### src/rtl/serial_mag_cmp.sv
// rtl/serial_mag_cmp.sv - bit-serial MSB-first magnitude comparator with word framing
//
// Purpose:
//   Scans two operands one bit pair per accepted cycle, MSB first. The result
//   is decided by the first bit position where the operands differ. When the
//   WIDTH-th bit has been accepted, gt/eq/lt are updated and done pulses for
//   one cycle. With SIGNED=1 the MSB is treated as a sign bit. This is done
//   by swapping the winner when the first bits differ.
//
// Ports:
//   clk        rising-edge clock
//   rst_n      asynchronous active-low reset
//   start      begin a new word (aborts a word in progress, no done for it)
//   bit_valid  x/y carry a valid bit pair this cycle
//   x, y       serial operand bits, MSB first
//   busy       a word is in progress
//   done       one-cycle pulse when a word completes
//   gt/eq/lt   result of the last completed word, held until the next done
//   bit_count  bits accepted so far in the current word (0..WIDTH-1)

module serial_mag_cmp #(
    parameter int WIDTH  = 8,
    parameter bit SIGNED = 1'b0
) (
    input  logic                     clk,
    input  logic                     rst_n,
    input  logic                     start,
    input  logic                     bit_valid,
    input  logic                     x,
    input  logic                     y,
    output logic                     busy,
    output logic                     done,
    output logic                     gt,
    output logic                     eq,
    output logic                     lt,
    output logic [$clog2(WIDTH)-1:0] bit_count
);

    localparam int CW = $clog2(WIDTH);
    localparam logic [CW-1:0] LAST_IDX = CW'(WIDTH - 1);

    typedef enum logic [1:0] {
        EQ_SO_FAR = 2'd0,
        X_GREATER = 2'd1,
        Y_GREATER = 2'd2
    } state_t;

    state_t state;

    // A start restarts the word in the same cycle. The decision logic
    // therefore sees a fresh EQ_SO_FAR state at count 0, so a bit pair that
    // arrives together with start is taken as the MSB.
    state_t        cur_state;
    logic [CW-1:0] cur_count;
    logic          accept;
    logic          first_bit;
    logic          last_bit;
    state_t        next_state;

    always_comb begin
        cur_state  = start ? EQ_SO_FAR : state;
        cur_count  = start ? '0 : bit_count;
        accept     = bit_valid && (busy || start);
        first_bit  = (cur_count == '0);
        last_bit   = (cur_count == LAST_IDX);
        next_state = cur_state;
        if (cur_state == EQ_SO_FAR && x != y) begin
            // In two's complement a set MSB means negative. On the sign bit,
            // the operand holding the 1 is therefore the smaller one.
            if (SIGNED && first_bit) begin
                next_state = x ? Y_GREATER : X_GREATER;
            end else begin
                next_state = x ? X_GREATER : Y_GREATER;
            end
        end
    end

    always_ff @(posedge clk or negedge rst_n) begin
        if (!rst_n) begin
            state     <= EQ_SO_FAR;
            busy      <= 1'b0;
            done      <= 1'b0;
            gt        <= 1'b0;
            eq        <= 1'b0;
            lt        <= 1'b0;
            bit_count <= '0;
        end else begin
            done <= 1'b0;
            if (start) begin
                busy      <= 1'b1;
                state     <= EQ_SO_FAR;
                bit_count <= '0;
            end
            if (accept) begin
                if (last_bit) begin
                    busy      <= 1'b0;
                    done      <= 1'b1;
                    bit_count <= '0;
                    state     <= EQ_SO_FAR;
                    gt        <= (next_state == X_GREATER);
                    eq        <= (next_state == EQ_SO_FAR);
                    lt        <= (next_state == Y_GREATER);
                end else begin
                    state     <= next_state;
                    bit_count <= cur_count + 1'b1;
                end
            end
        end
    end

endmodule

### config.mk
export PLATFORM = sky130hd
export DESIGN_NAME = serial_mag_cmp
export DESIGN_NICKNAME = d
export VERILOG_FILES = /design/src/rtl/serial_mag_cmp.sv
export SDC_FILE = /design/constraint.sdc
export NUM_CORES = 1
export LEC_CHECK = 0
export BUFFER_PORTS_ARGS = -buffer_cell sky130_fd_sc_hd__buf_4
export CAP_MARGIN = 20
export CORE_AREA = 2 2 39 41
export CTS_CLUSTER_SIZE = 28
export DETAILED_ROUTE_END_ITERATION = 8
export DIE_AREA = 0 0 41 43
export SYNTH_ARGS = -nofsm -noshare
export SYNTH_HDL_FRONTEND = slang
export SYNTH_SLANG_ARGS = --single-unit
### constraint.sdc
create_clock -name clk -period 3.4 [get_ports clk]
set_clock_uncertainty 0.05 [all_clocks]
set_input_delay 0.17 -clock clk [delete_from_list [all_inputs] [get_ports clk]]
set_output_delay 0.17 -clock clk [all_outputs]
set_load 0.02 [all_outputs]
==> results of run 1 <==
[worst max-delay path, stage by stage, from the launching register on]
cell and delay, ns:
sky130_fd_sc_hd__dfrtp_1 0.34, sky130_fd_sc_hd__nor2b_1 0.22, sky130_fd_sc_hd__ha_1 0.22, sky130_fd_sc_hd__ha_1 0.18, sky130_fd_sc_hd__o211ai_2 0.16, sky130_fd_sc_hd__nand2_1 0.10, sky130_fd_sc_hd__o21ai_0 0.07
[flip-flops by register name, indices dropped and copies added, names as in the netlist]
register and flops:
eq 1, done 1, busy 1, state 2, bit_count 3, lt 1
gt 1
[report_power, final]
group / leakage (nW) / internal [mW] / total (mW) / switching (mW)
clock: 0.0138 / 0.0409 / 0.0806 / 0.0397
sequential: 0.130 / 0.125 / 0.128 / 0.00260
combinational: 0.180 / 0.0201 / 0.0420 / 0.0219
total: 0.324 / 0.186 / 0.250 / 0.0642
[cells in the mapped netlist]
cell type | instances | area [um^2]
sky130_fd_sc_hd__nand2b_1 | 2 | 12.5
sky130_fd_sc_hd__or4_4 | 1 | 11.3
sky130_fd_sc_hd__o21ai_0 | 4 | 20.0
sky130_fd_sc_hd__nor2_1 | 1 | 3.75
sky130_fd_sc_hd__ha_1 | 3 | 37.5
sky130_fd_sc_hd__o21ai_1 | 1 | 5.00
sky130_fd_sc_hd__nor2b_2 | 1 | 8.76
sky130_fd_sc_hd__a21oi_1 | 3 | 15.0
sky130_fd_sc_hd__nor2b_1 | 6 | 37.5
sky130_fd_sc_hd__xnor2_1 | 1 | 8.76
sky130_fd_sc_hd__dfrtp_1 | 10 | 250
sky130_fd_sc_hd__inv_1 | 1 | 3.75
sky130_fd_sc_hd__o21ai_2 | 1 | 8.76
sky130_fd_sc_hd__o211ai_2 | 1 | 12.5
sky130_fd_sc_hd__o21a_1 | 1 | 7.51
sky130_fd_sc_hd__a31oi_1 | 2 | 12.5
sky130_fd_sc_hd__buf_4 | 1 | 7.51
sky130_fd_sc_hd__nand2_1 | 9 | 33.8
[layer usage]
metal,vias to the layer above,track usage [%]
li1,201,-
met1,159,16.8
met2,11,14.4
met3,3,3.14
met4,0,10.0
met5,-,0
[cells by family after synthesis]
| kind of cell | synth area share (%) |
|---|---|
| AO/OA/AOI/OAI | 16.4 |
| flip-flops | 50.4 |
| adder cells (fa/ha/maj) | 7.56 |
| AND/OR/NAND/NOR | 21.7 |
| XOR/XNOR | 1.76 |
| buffers and inverters | 2.27 |
[area by class of cell]
class | count | share of cell area (%)
Clock buffer | 3 | 3.52
Tap cell | 16 | 3.13
Inverter | 1 | 0.587
Timing Repair Buffer | 14 | 16.8
Sequential cell | 10 | 39.1
Multi-Input combinational cell | 37 | 36.8
[per-stage QoR]
stage          area, um^2  power, mW  worst slack, ns
2_1_floorplan         497      0.155             1.92
3_3_place_gp          607      0.171             1.95
3_5_place_dp          607      0.172             1.94
4_1_cts               639      0.253             1.92
5_1_grt               639      0.261             1.77
6_report              639      0.250             1.93
[how the worst max path moves through the flow]
stage	endpoint
floorplan	gt
global placement	gt
detailed placement	lt
CTS	lt
global route	gt
finish	lt
==> key figures, run 1 <==
Clocking
  – TritonCTS clock tree: yes
  – Number of buffers between clock root and the deepest sink: 2
  – Worst-Skew Late Latency: 0.27 ns
  – Inserted Clock Buffers: 3
  – Post-CTS clock slew at the launch and capture registers of the worst setup and hold paths: roughly 0.060 ns
  – CTS sink cnt: 10
  – Number of buffers inserted by post-CTS setup repair: 0
  – Maximum level of the CTS H-tree: 1
  – CTS-repair resized insts: 0
  – Hold-fix buffer count after cts: 1
  – Buffer type at the clock tree root: sky130_fd_sc_hd__clkbuf_4

Timing
  – Hold Fails Final Rpt: 0
  – Max frequency: 0.680 GHz
  – Final total negative setup slack: 0 ns
  – RSZ-0062 raised after global routing: false
  – Final clock period utilization by the worst path: a little over two fifths
  – # setup viols final: 0
  – Least-Margin Pin Slew: 0.301 ns
  – Worst hold-check slack: 0.0524 ns
  – Slew headroom: 79.9%
  – Number of slew-limit violations in the final report: 0
  – Minimum period implied by the final worst setup slack: 1.47 ns

Detailed routing
  – Top layer reached by signal wires: met4
  – Number of vias per cell after detailed routing: 4.62
  – Detail Route met2 WL: 353 um
  – Aggregate routed wire length: 849 um
  – Number of design rule violations left after detail routing: 0
  – Average wire per standard cell: 10.5 um
  – Routed vias: 374
  – Drt first-iter violations: 3
  – Met3 WL: 64 um
  – Count of nets left with antenna violations after detail routing: 0
  – M1 wire length: 407 um
  – Router iterations before antenna repair: 2

Worst setup path
  – Worst reg2reg path startpoint: bit_count[0]
  – Required arrival time at the worst endpoint: 3.49 ns
  – Startpoint type of the worst setup path: flip-flop
  – Destination of the worst register-to-register timing path: lt
  – FF-to-FF setup slack: just under 2 ns
  – Worst Reg2Reg Path Length in Cells: 6
  – Arrival time at the worst endpoint: 1.56 ns
  – Startpoint-to-endpoint class of the critical path: flip-flop to flip-flop
  – Maximum fanout along the worst path: 7
  – Crit. Startpoint: bit_count[0]
  – Kind of capture point of the worst setup path: flip-flop

Yosys
  – Post-Syn Area: 497 um^2
  – Syn nets: 58
  – Yosys Warn Count: 0
  – Sequential fraction of the synthesis area: 50.4%
  – Count of state elements after synthesis: 10
  – Gate Count Post-Synth: 49
  – Average size of a mapped cell: 10.1 um^2
  – Number of distinct library cells after synthesis: 18

Finish
  – Diode count: 0
  – Fin nets: 76
  – Sequential cell area: 250 um^2
  – Count of placed standard cells in the final layout, fillers left out: 81
  – Fraction of layout cells with a size suffix above 1: between 30% and 40%
  – Fill count: about 140
  – Commonest cells after routing, fill and taps aside: sky130_fd_sc_hd__buf_4, sky130_fd_sc_hd__dfrtp_1, sky130_fd_sc_hd__nand2_1
  – Synthesis-to-layout area growth: 28.7%
  – Leading cell type in the layout, fill and taps excluded: sky130_fd_sc_hd__buf_4
  – Final core area utilization: 46.2%
  – Total area of multi-input combinational cells: 235 um^2

GRT
  – Total routing resource utilization after global routing: 11.9%
  – Vias in the first global route: 334
  – Largest net degree at the start of global routing: 12
  – Remaining global-route overflow: 0
  – Antenna violations before repair: 0
  – Global-route wire length before repair: approximately 1.3 mm

Status
  – Status: finished, final reports clean

Place
  – Buffers added on ports: 13
  – Placer Congestion: 0.735
  – DP Wirelength: 650 um
  – Cell Count Post-Placement: 77

Min path
  – Beginning of the worst hold path: bit_valid
  – Kind of path behind the tightest hold check: input pin to flip-flop
  – Count of cells along the worst hold path: 2
  – Worst-case hold path end point: busy

Floorplan
  – Starting utilization of the core area: between 30% and 40%
  – DIE AREA: 1760 um^2
  – Number of rows in the core area: 14
  – I/O pins: 14
  – Die extent in y: 43 um
  – Die Width: 41 um
  – Area inside the core boundary: 1380 um^2

Power
  – Maximum resistive drop on vdd: 0.200 mV
  – Power density normalized to cell area: 391 nW/um^2
  – Static leakage: 0.324 nW

Job
  – Count of maximum capacitance violations: 0
(Power assumes the default switching activity.)
==> run 2, diff against run 1 <==
ABC_AREA = 1   (was default)
clock period = 1.45 ns   (was 3.4 ns; I/O delays follow)
==> key figures, run 2 <==
Status
  – Status: finished, final reports clean (unchanged)

Finish
  – Count of placed standard cells in the final layout, fillers left out: 103 (was 81)
  – Diode count: 0 (unchanged)
  – Final core area utilization: 55.3% (was 46.2%)
  – Fraction of layout cells with a size suffix above 1: 46.0% (was 30.8%)
  – Fin nets: 98 (was 76)
  – Commonest cells after routing, fill and taps aside: sky130_fd_sc_hd__nand2_1, sky130_fd_sc_hd__buf_4, sky130_fd_sc_hd__dfrtp_1 (was sky130_fd_sc_hd__buf_4, sky130_fd_sc_hd__dfrtp_1, sky130_fd_sc_hd__nand2_1)
  – Total area of multi-input combinational cells: 282 um^2 (was 235 um^2)
  – Post-route cell area: 766 um^2 (was 639 um^2)
  – Biggest regs: bit_count x3, state x2 (unchanged)
  – Sequential cell area: 253 um^2 (was 250 um^2)
  – Synthesis-to-layout area growth: 43.0% (was 28.7%)
  – Fill count: 138 (unchanged)
  – Largest register FFs: 3 (unchanged)
  – Largest register by flop count: bit_count (unchanged)

Floorplan
  – Die extent in y: 43 um (unchanged)
  – I/O pins: 14 (unchanged)
  – Starting utilization of the core area: 38.7% (was 35.9%)
  – Area inside the core boundary: 1380 um^2 (unchanged)
  – Number of rows in the core area: 14 (unchanged)
  – DIE AREA: 1760 um^2 (unchanged)
  – Die Width: 41 um (unchanged)

Timing
  – Hold Fails Final Rpt: 0 (unchanged)
  – # setup viols final: 0 (unchanged)
  – Minimum period implied by the final worst setup slack: 1.40 ns (was 1.47 ns)
  – Number of slew-limit violations in the final report: 0 (unchanged)
  – Worst hold-check slack: 0.116 ns (was 0.0524 ns)
  – Final total negative setup slack: 0 ns (unchanged)
  – Slew headroom: 75.2% (was 79.9%)
  – Final clock period utilization by the worst path: 96.7% (was 43.2%)
  – Least-Margin Pin Slew: 0.369 ns (was 0.301 ns)
  – Max frequency: 0.713 GHz (was 0.680 GHz)
  – Final worst setup slack: 0.0474 ns (was 1.93 ns)

Detailed routing
  – Average wire per standard cell: 11.0 um (was 10.5 um)
  – Routed vias: 462 (was 374)
  – Number of design rule violations left after detail routing: 0 (unchanged)
  – Aggregate routed wire length: 1.13 mm (was 849 um)
  – Number of vias per cell after detailed routing: 4.49 (was 4.62)
  – Drt first-iter violations: 4 (was 3)
  – Count of nets left with antenna violations after detail routing: 0 (unchanged)
  – Router iterations before antenna repair: 4 (was 2)

Yosys
  – Fraction of registers with async set or reset after synthesis: 100% (unchanged)
  – Cell taking the most area after synthesis: sky130_fd_sc_hd__dfrtp_1 (unchanged)
  – Biggest area contributors in the synthesized netlist: sky130_fd_sc_hd__dfrtp_1, sky130_fd_sc_hd__nand2_1, sky130_fd_sc_hd__ha_1 (was sky130_fd_sc_hd__dfrtp_1, sky130_fd_sc_hd__ha_1, sky130_fd_sc_hd__nor2b_1)
  – Average size of a mapped cell: 8.11 um^2 (was 10.1 um^2)
  – Number of distinct library cells after synthesis: 16 (was 18)
  – Count of state elements after synthesis: 10 (unchanged)
  – Sequential fraction of the synthesis area: 46.7% (was 50.4%)
  – Syn nets: 75 (was 58)
  – Gate Count Post-Synth: 66 (was 49)
  – Yosys Warn Count: 0 (unchanged)
  – Prevailing post-synth register cell: sky130_fd_sc_hd__dfrtp_1 (unchanged)
  – Most common cell in the synthesized netlist: sky130_fd_sc_hd__nand2_1 (was sky130_fd_sc_hd__dfrtp_1)
  – Top post-synthesis cells by count: sky130_fd_sc_hd__nand2_1, sky130_fd_sc_hd__dfrtp_1, sky130_fd_sc_hd__inv_1 (was sky130_fd_sc_hd__dfrtp_1, sky130_fd_sc_hd__nand2_1, sky130_fd_sc_hd__nor2b_1)
  – Post-Syn Area: 536 um^2 (was 497 um^2)
  – Area share of the largest cell type after synthesis: 46.7% (was 50.4%)
  – Number of flops mapped to enable cells by yosys: 0 (unchanged)

Clocking
  – Number of buffers between clock root and the deepest sink: 2 (unchanged)
  – TritonCTS clock tree: yes (unchanged)
  – Buffer type at the clock tree root: sky130_fd_sc_hd__clkbuf_4 (unchanged)
  – Maximum level of the CTS H-tree: 1 (unchanged)
  – Worst-Skew Late Latency: 0.26 ns (was 0.27 ns)
  – Inserted Clock Buffers: 3 (unchanged)
  – CTS sink cnt: 10 (unchanged)
  – Post-CTS clock slew at the launch and capture registers of the worst setup and hold paths: 0.06 ns (about the same)

Worst setup path
  – Crit path buffers/inverters: 1 (was 0)
  – Startpoint-to-endpoint class of the critical path: flip-flop to flip-flop (unchanged)
  – Max incr delay on CP: 0.36 ns (was 0.34 ns)
  – Cell family with most CP delay: simple AND/OR/NAND/NOR gates (was adder cells)
  – Cell-by-cell trace of the critical path: inv_2 > nor2_4 > ha_4 > ha_4 > nand2_4 > nor2_4 > nor2_1 > o21bai_1 (was nor2b_1 > ha_1 > ha_1 > o211ai_2 > nand2_1 > o21ai_0)
  – Kind of capture point of the worst setup path: flip-flop (unchanged)
  – Arrival time at the worst endpoint: 1.50 ns (was 1.56 ns)
  – Required arrival time at the worst endpoint: 1.55 ns (was 3.49 ns)
  – Crit. Startpoint: bit_count[1] (was bit_count[0])
  – Startpoint type of the worst setup path: flip-flop (unchanged)
  – Maximum fanout along the worst path: 6 (was 7)
  – Worst reg2reg path startpoint: bit_count[1] (was bit_count[0])
  – CP max stage cell: sky130_fd_sc_hd__dfrtp_2 (was sky130_fd_sc_hd__dfrtp_1)

GRT
  – Antenna violations before repair: 0 (unchanged)
  – Global-route wire length before repair: 1.77 mm (was 1.35 mm)
  – Remaining global-route overflow: 0 (unchanged)
  – Total routing resource utilization after global routing: 15.3% (was 11.9%)
  – Vias in the first global route: 414 (was 334)
  – Largest net degree at the start of global routing: 11 (was 12)

Power
  – Maximum resistive drop on vdd: 0.420 mV (was 0.200 mV)
  – Power density normalized to cell area: 809 nW/um^2 (was 391 nW/um^2)
  – Switching share of power: 28.1% (was 25.7%)
  – Total chip power: 0.619 mW (was 0.250 mW)
  – Share of power burned in combinational logic: 20.7% (was 16.8%)
  – Static leakage: 0.420 nW (was 0.324 nW)
  – Sequential share of power: 48.9% (was 51.0%)
  – Internal power contribution: 0.445 mW (was 0.186 mW)
  – Switch Pwr: 0.174 mW (was 0.0642 mW)
  – Share of total power in the clock network: 30.4% (was 32.2%)

Place
  – Buffers added on ports: 13 (unchanged)
  – Post-DP Area: 668 um^2 (was 607 um^2)
  – DP Wirelength: 764 um (was 650 um)
  – Placer Congestion: 0.760 (was 0.735)
  – Setup Slack @ Placement: -0.0101 ns (was 1.94 ns)
  – Cell Count Post-Placement: 96 (was 77)

Job
  – Count of maximum capacitance violations: 0 (unchanged)

Min path
  – Kind of path behind the tightest hold check: input pin to asynchronous set/reset pin (was input pin to flip-flop)
[run 2: cell families (layout without fill, tap and decap cells)]
family,after synthesis,after routing,share of synthesized area (%)
and+or+nand+nor,32,32,27.8
buffers and inverters,13,34,9.11
DFF,10,10,46.7
AOI/OAI and AO/OA,7,7,7.71
adders and majority gates,3,3,7.01
xor gates and xnor gates,1,1,1.64
[run 2: worst paths after layout]
kind	to	slack, ns	cells past startpoint
setup / recovery	eq	0.05	8
hold / removal	bit_count[1]	0.12	2
setup reg to reg	eq	0.05	8
hold reg to reg	gt	0.43	2
max in group asynchronous	bit_count[0]	1.07	2
min in group clk	bit_count[2]	0.12	4
[run 2: layer usage]
layer / track usage [%] / wire [um] / vias to the layer above / part of all wire (%)
met2: 20.9 / 528 / 16 / 47
li1: - / - / 241 / -
met5: 0 / 0 / - / 0
met3: 6.28 / 51 / 4 / 4.5
met1: 19.9 / 532 / 201 / 47
met4: 8.00 / 22 / 0 / 1.9
[run 2: timing repair]
| action | in CTS | in global routing |
|---|---|---|
| hold buffers | 2 | 0 |
| endpoints found under the setup margin | 1 | 4 |
| endpoints found under the hold margin | 11 | 0 |
| pin swaps | 1 | 5 |
| setup buffers | 0 | 2 |
| gates resized for setup | 3 | 7 |
[run 2: final cells by class]
class	instances	share of cell area [%]
Sequential cell	10	33.0
Tap cell	16	2.61
Multi-Input combinational cell	43	36.8
Inverter	13	6.37
Clock buffer	3	2.94
Timing Repair Buffer	18	18.3
[run 2: power groups by stage]
stage,sequential (mW),clock (mW),combinational [mW]
6_report,0.303,0.188,0.128
5_1_grt,0.305,0.210,0.143
4_1_cts,0.302,0.192,0.112
3_5_place_dp,0.307,0,0.105
3_3_place_gp,0.306,0,0.103
2_1_floorplan,0.320,0,0.0448
